==> src/rtl/updown_counter_scheduler_if.sv <==
// ----------------------------------------------------------------------------
// updown_counter_scheduler_if
//   Bundle of the two requester command channels, the shared counter control
//   and feedback, and the completion report.
//   master : the environment (requesters + counter instance)
//   slave  : the scheduler
//   req{0,1}_valid/up/clear/steps  command from requester N
//   req{0,1}_ready                 command accepted this cycle
//   cnt_value                      counter output fed back
//   cnt_enable/cnt_up_down/cnt_reset  counter controls
//   busy, done, done_id, done_value   status / completion report
// ----------------------------------------------------------------------------
interface updown_counter_scheduler_if #(
   parameter int WIDTH  = 4,
   parameter int STEP_W = 4
);
   logic              req0_valid, req0_ready, req0_up, req0_clear;
   logic [STEP_W-1:0] req0_steps;
   logic              req1_valid, req1_ready, req1_up, req1_clear;
   logic [STEP_W-1:0] req1_steps;
   logic [WIDTH-1:0]  cnt_value;
   logic              cnt_enable, cnt_up_down, cnt_reset;
   logic              busy, done, done_id;
   logic [WIDTH-1:0]  done_value;

   modport master (
      output req0_valid, req0_up, req0_clear, req0_steps,
      output req1_valid, req1_up, req1_clear, req1_steps,
      output cnt_value,
      input  req0_ready, req1_ready,
      input  cnt_enable, cnt_up_down, cnt_reset,
      input  busy, done, done_id, done_value
   );

   modport slave (
      input  req0_valid, req0_up, req0_clear, req0_steps,
      input  req1_valid, req1_up, req1_clear, req1_steps,
      input  cnt_value,
      output req0_ready, req1_ready,
      output cnt_enable, cnt_up_down, cnt_reset,
      output busy, done, done_id, done_value
   );
endinterface

==> src/rtl/updown_counter_scheduler.sv <==
// ----------------------------------------------------------------------------
// updown_counter_scheduler
//   Shares one up/down counter between two requesters. A round-robin arbiter
//   accepts one command at a time; an FSM then drives the counter's
//   enable/direction/clear and reports the resulting count with a one-cycle
//   done pulse.
//   clk   : clock, all state changes on posedge
//   reset : asynchronous, active-high
//   bus   : slave side of updown_counter_scheduler_if (commands, counter
//           control/feedback, completion report)
// ----------------------------------------------------------------------------
module updown_counter_scheduler #(
   parameter int WIDTH  = 4,
   parameter int STEP_W = 4
) (
   input  logic                          clk,
   input  logic                          reset,
   updown_counter_scheduler_if.slave     bus
);

   typedef enum logic [1:0] {IDLE, RUN, CLEAR, SETTLE} state_t;

   state_t            r_state;
   logic              r_rr_last;
   logic              r_id;
   logic [STEP_W-1:0] r_remaining;
   logic              r_cnt_enable, r_cnt_up_down, r_cnt_reset;
   logic              r_done, r_done_id;
   logic [WIDTH-1:0]  r_done_value;

   logic              w_idle, w_gnt0, w_gnt1, w_hs;
   logic              w_sel_up, w_sel_clear;
   logic [STEP_W-1:0] w_sel_steps;

   // On a tie the requester that did not win last time is granted.
   assign w_idle = (r_state == IDLE);
   assign w_gnt1 = bus.req1_valid & (~bus.req0_valid | ~r_rr_last);
   assign w_gnt0 = bus.req0_valid & ~w_gnt1;

   // Ready is held low during reset so no command is lost while the FSM is held.
   assign bus.req0_ready = w_idle & w_gnt0 & ~reset;
   assign bus.req1_ready = w_idle & w_gnt1 & ~reset;
   assign w_hs           = bus.req0_ready | bus.req1_ready;

   assign w_sel_up    = w_gnt1 ? bus.req1_up    : bus.req0_up;
   assign w_sel_clear = w_gnt1 ? bus.req1_clear : bus.req0_clear;
   assign w_sel_steps = w_gnt1 ? bus.req1_steps : bus.req0_steps;

   always_ff @(posedge clk or posedge reset) begin
      if (reset) begin
         r_state       <= IDLE;
         r_rr_last     <= 1'b1;
         r_id          <= 1'b0;
         r_remaining   <= '0;
         r_cnt_enable  <= 1'b0;
         r_cnt_up_down <= 1'b0;
         r_cnt_reset   <= 1'b0;
         r_done        <= 1'b0;
         r_done_id     <= 1'b0;
         r_done_value  <= '0;
      end else begin
         r_done <= 1'b0;
         case (r_state)
            IDLE: begin
               if (w_hs) begin
                  r_id      <= w_gnt1;
                  r_rr_last <= w_gnt1;
                  if (w_sel_clear) begin
                     r_state     <= CLEAR;
                     r_cnt_reset <= 1'b1;
                  end else if (w_sel_steps == '0) begin
                     r_state <= SETTLE;
                  end else begin
                     r_state       <= RUN;
                     r_remaining   <= w_sel_steps;
                     r_cnt_enable  <= 1'b1;
                     r_cnt_up_down <= w_sel_up;
                  end
               end
            end
            RUN: begin
               // The last enabled cycle is the one that sees remaining==1.
               if (r_remaining == STEP_W'(1)) begin
                  r_state       <= SETTLE;
                  r_cnt_enable  <= 1'b0;
                  r_cnt_up_down <= 1'b0;
               end else begin
                  r_remaining <= r_remaining - STEP_W'(1);
               end
            end
            CLEAR: begin
               r_state     <= SETTLE;
               r_cnt_reset <= 1'b0;
            end
            SETTLE: begin
               // Counter has absorbed its final update; report it.
               r_state      <= IDLE;
               r_done       <= 1'b1;
               r_done_id    <= r_id;
               r_done_value <= bus.cnt_value;
            end
            default: r_state <= IDLE;
         endcase
      end
   end

   assign bus.cnt_enable  = r_cnt_enable;
   assign bus.cnt_up_down = r_cnt_up_down;
   assign bus.cnt_reset   = r_cnt_reset;
   assign bus.busy        = ~w_idle;
   assign bus.done        = r_done;
   assign bus.done_id     = r_done_id;
   assign bus.done_value  = r_done_value;

endmodule

==> src/flat_wrapper.sv <==
// flat-port wrapper written by rule: the top's interface ports become plain ports
module updown_counter_scheduler_flat 
#(
   parameter int WIDTH  = 4,
   parameter int STEP_W = 4
)
  (clk, reset, bus_req0_valid, bus_req0_up, bus_req0_clear, bus_req0_steps, bus_req1_valid, bus_req1_up, bus_req1_clear, bus_req1_steps, bus_cnt_value, bus_req0_ready, bus_req1_ready, bus_cnt_enable, bus_cnt_up_down, bus_cnt_reset, bus_busy, bus_done, bus_done_id, bus_done_value);
  updown_counter_scheduler_if #(.WIDTH(WIDTH), .STEP_W(STEP_W)) bus_i ();
  input  logic clk;
  input  logic reset;
  input wire logic [$bits(bus_i.req0_valid)-1:0] bus_req0_valid;
  input wire logic [$bits(bus_i.req0_up)-1:0] bus_req0_up;
  input wire logic [$bits(bus_i.req0_clear)-1:0] bus_req0_clear;
  input wire logic [$bits(bus_i.req0_steps)-1:0] bus_req0_steps;
  input wire logic [$bits(bus_i.req1_valid)-1:0] bus_req1_valid;
  input wire logic [$bits(bus_i.req1_up)-1:0] bus_req1_up;
  input wire logic [$bits(bus_i.req1_clear)-1:0] bus_req1_clear;
  input wire logic [$bits(bus_i.req1_steps)-1:0] bus_req1_steps;
  input wire logic [$bits(bus_i.cnt_value)-1:0] bus_cnt_value;
  output wire logic [$bits(bus_i.req0_ready)-1:0] bus_req0_ready;
  output wire logic [$bits(bus_i.req1_ready)-1:0] bus_req1_ready;
  output wire logic [$bits(bus_i.cnt_enable)-1:0] bus_cnt_enable;
  output wire logic [$bits(bus_i.cnt_up_down)-1:0] bus_cnt_up_down;
  output wire logic [$bits(bus_i.cnt_reset)-1:0] bus_cnt_reset;
  output wire logic [$bits(bus_i.busy)-1:0] bus_busy;
  output wire logic [$bits(bus_i.done)-1:0] bus_done;
  output wire logic [$bits(bus_i.done_id)-1:0] bus_done_id;
  output wire logic [$bits(bus_i.done_value)-1:0] bus_done_value;
  assign bus_i.req0_valid = bus_req0_valid;
  assign bus_i.req0_up = bus_req0_up;
  assign bus_i.req0_clear = bus_req0_clear;
  assign bus_i.req0_steps = bus_req0_steps;
  assign bus_i.req1_valid = bus_req1_valid;
  assign bus_i.req1_up = bus_req1_up;
  assign bus_i.req1_clear = bus_req1_clear;
  assign bus_i.req1_steps = bus_req1_steps;
  assign bus_i.cnt_value = bus_cnt_value;
  assign bus_req0_ready = bus_i.req0_ready;
  assign bus_req1_ready = bus_i.req1_ready;
  assign bus_cnt_enable = bus_i.cnt_enable;
  assign bus_cnt_up_down = bus_i.cnt_up_down;
  assign bus_cnt_reset = bus_i.cnt_reset;
  assign bus_busy = bus_i.busy;
  assign bus_done = bus_i.done;
  assign bus_done_id = bus_i.done_id;
  assign bus_done_value = bus_i.done_value;
  updown_counter_scheduler #(.WIDTH(WIDTH), .STEP_W(STEP_W)) u_core (.clk(clk), .reset(reset), .bus(bus_i));
endmodule
==> config.mk <==
export PLATFORM = sky130hd
export DESIGN_NAME = updown_counter_scheduler_flat
export DESIGN_NICKNAME = d
export VERILOG_FILES = /design/src/rtl/updown_counter_scheduler_if.sv /design/src/rtl/updown_counter_scheduler.sv /design/src/flat_wrapper.sv
export SDC_FILE = /design/constraint.sdc
export NUM_CORES = 1
export LEC_CHECK = 0
export ABC_AREA = 1
export ABC_CLOCK_PERIOD_IN_PS = 1850
export BUFFER_PORTS_ARGS = -buffer_cell sky130_fd_sc_hd__buf_4
export CAP_MARGIN = 30
export CORE_UTILIZATION = 40
export CTS_CLUSTER_DIAMETER = 120
export DETAILED_ROUTE_END_ITERATION = 16
export GPL_TIMING_DRIVEN = 1
export PLACE_DENSITY_LB_ADDON = 0.05
export SYNTH_ARGS = -nofsm -noshare
export SYNTH_HDL_FRONTEND = slang
export SYNTH_SLANG_ARGS = --single-unit
==> constraint.sdc <==
create_clock -name clk -period 1.85 [get_ports clk]
set_input_delay 0.185 -clock clk [delete_from_list [all_inputs] [get_ports clk]]
set_output_delay 0.185 -clock clk [all_outputs]
set_load 0.1 [all_outputs]
==> summary.txt <==
Run status
  – Status: finished clean

Die
  – Starting density of the core: 42.9%
  – Die H: about 54 microns
  – Row Count: 18
  – Core ar.: 2520 sq um
  – DIE WIDTH: approximately 54 microns
  – Die ar.: 2920 sq um
  – I/O Pins: 32

CTS
  – Num Clock Sinks: 17
  – Clock Latency Late Sink: 290 ps
  – Htree depth: 1
  – CTS clk-pin slew, worst paths: 110 ps
  – CTS Hold Bufs: 0
  – CTS tree: built
  – Longest Clk Path Bufs: 2
  – CTS Buf Count: 3
  – Clock Tree Root: clkbuf_4
  – Post-CTS Setup Inserts: 0

STA
  – RSZ-0062 raised after global routing: false
  – Rel. slew slack: 78.7%
  – Setup TNS: 0 ps
  – Least-Margin Pin Slew: about 320 ps
  – Max Freq: roughly 580 MHz
  – Final setup vio count: 0
  – Max Transition Viols Final: 0
  – Final worst path period share: between 90 and 100%
  – Setup Skew: 16.0 ps
  – Period minus WS final: between 1500 and 2000 ps
  – Final hold vios: 0

Critical path
  – R2R cell count: 11
  – Worst setup EP type: primary output
  – Worst EP required: roughly 1700 ps
  – R2R Setup Slk: around 220 ps
  – Startpoint types: register
  – RR Startpoint: u_core.r_state[1]
  – Worst EP arrival: 1550 ps
  – Crit path max fanout: 7
  – CP Class: register to primary output
  – RR Endpoint: u_core.r_remaining[2]

Final layout
  – Area growth syn-to-layout: 34.3%
  – Nets: 196
  – Final-layout fill cell count: about 250
  – Layout cells sized above 1: between 40 and 50%
  – ANT cells: 0

Synthesis
  – Syn Std Cell Area: around 1100 sq um
  – Post-Synthesis Cells: 130
  – Register area share after synthesis: a little under 40%
  – Syn nets: between 150 and 200
  – Yosys warns: 0
  – Syn avg cell area: ~8.3 sq um
  – Synthesized flop and latch total: 17
  – Synth unique cells: 23

Detailed routing
  – First-iteration detailed-routing DRC count: 10
  – WL/cell: 11.9 microns
  – Routed WL: roughly 2400 microns
  – Met1 wire length: 1050 microns
  – Vias per cell: 4.82
  – DRC: 0
  – First-pass DRT Iterations: 4
  – Final ANT Viol Nets: 0
  – Top Layer Used: met4
  – Routed wl met3: 70 microns
  – Total number of vias: ~950
  – Met2 WL: about 1200 microns

Placement
  – HPWL Detailed: 1940 microns
  – Placer Congestion: about 0.83
  – IO buf count: 31

Hold path
  – Hold crit path type: input pin to async pin

Global route
  – Total GRT Usage: ~18%
  – Vias in the first global route: roughly 880
  – GRT overflow: 0
  – Initial antenna violation count: 0
  – Global-route wire length before repair: roughly 3700 microns
  – Largest net degree at the start of global routing: 18

Run
  – Max-cap violations: 0
-- cell usage after synthesis --
cell type | n | share of area, %
nand4_2 | 1 | 1.2
ha_1 | 7 | 8.1
o21ai_0 | 5 | 2.3
nand2_2 | 10 | 5.8
nand3_1 | 15 | 6.9
dfrtp_1 | 16 | 37
o21a_1 | 1 | 0.69
xor2_1 | 1 | 0.81
mux2_2 | 4 | 4.2
inv_1 | 15 | 5.2
o21ai_1 | 1 | 0.46
nor2_1 | 4 | 1.4
nand2_1 | 29 | 10
a21oi_1 | 7 | 3.2
nor2_4 | 3 | 3.1
nand2_4 | 1 | 1.0
inv_2 | 2 | 0.69
nand3_2 | 3 | 2.8
o21ai_2 | 1 | 0.81
a22oi_1 | 1 | 0.69
clkinv_1 | 1 | 0.35
dfstp_2 | 1 | 2.4
or2_4 | 1 | 0.81
-- per-stage QoR --
| stage | cell area [sq um] | hold WS (ps) | util [%] | setup slack, ps | cells |
|---|---|---|---|---|---|
| floorplan | 1090 | 134 | - | 47.2 | 130 |
| global placement | 1380 | 330 | 54.8 | 98.4 | 194 |
| detailed placement | 1380 | 337 | 54.8 | 26.1 | 194 |
| CTS | 1430 | 35.4 | 56.8 | 50.6 | 198 |
| global route | 1450 | 36.2 | 57.6 | 0.0345 | 198 |
| finish | 1450 | 16.8 | 57.6 | 117 | 198 |
-- state kept, by name, summed over array words and instances, names as in the netlist --
register,count
u_core.r_state,2
u_core.bus.done_value,4
u_core.bus.done_id,1
u_core.bus.cnt_up_down,1
u_core.r_rr_last,1
u_core.bus.cnt_enable,1
u_core.bus.cnt_reset,1
u_core.bus.done,1
u_core.r_id,1
u_core.r_remaining,4
-- cells by family after synthesis --
logic type	Yosys count	synth area share, %
xor gates and xnor gates	1	0.809
muxes	4	4.16
DFF	17	39.4
AOI/OAI and AO/OA	16	8.21
buffers and inverters	18	6.24
and+or+nand+nor	67	33.1
adders and majority gates	7	8.09
-- area by class of cell --
cell class,count,area [sq um],area share [%]
clock buffer,4,26.3,1.81
inverter,18,67.6,4.65
multi-input combinational,95,616,42.3
sequential,17,427,29.3
tap,30,37.5,2.58
timing repair buffer,34,280,19.3
-- critical path, cell delays in order (launching register included) --
cell and delay, ps:
dfrtp_1 420, inv_1 140, ha_4 200, nand3_2 140
nor2_4 170, buf_12 180
-- worst max-delay path by stage --
stage,start,endpoint,slack (ps)
global route,u_core.r_state[1],bus_req0_ready,0.03
detailed placement,u_core.r_state[0],u_core.bus.cnt_up_down,30
floorplan,u_core.r_state[0],u_core.r_id,50
CTS,u_core.r_state[0],bus_req0_ready,50
global placement,u_core.r_state[0],u_core.bus.cnt_up_down,100
finish,u_core.r_state[1],bus_req0_ready,120
-- repair_timing --
item                       in CTS  in global routing
pin swaps                       0                  0
gates resized for setup         5                  6
setup endpoints to repair       2                  3
-- per-layer routing --
| metal | GRT usage (%) | vias to the layer above |
|---|---|---|
| li1 | - | 495 |
| met1 | 21.5 | 446 |
| met2 | 32.5 | 11 |
| met3 | 5.08 | 2 |
| met4 | 5.13 | 0 |
| met5 | 0 | - |
-- cells in the final DEF, fill, tap and decap left out --
cell,count
xor2_1,1
a22oi_1,1
nand2_2,10
ha_2,1
o21ai_2,1
buf_12,2
nand2_4,1
o21a_1,1
o21ai_1,1
nand3_1,14
inv_2,3
nor2_4,4
clkinv_1,1
ha_1,5
o21ai_0,5
nand4_2,1
buf_4,32
inv_1,14
nand3_2,4
clkbuf_4,3
ha_4,1
nor2_1,3
nand2_1,29
dfrtp_1,16
or2_4,1
a21oi_1,7
mux2_2,4
clkbuf_1,1
dfstp_2,1
Power is left out: the tool's default activity adds up to more than one toggle a clock period on the data nets, which glitch-free logic cannot reach.
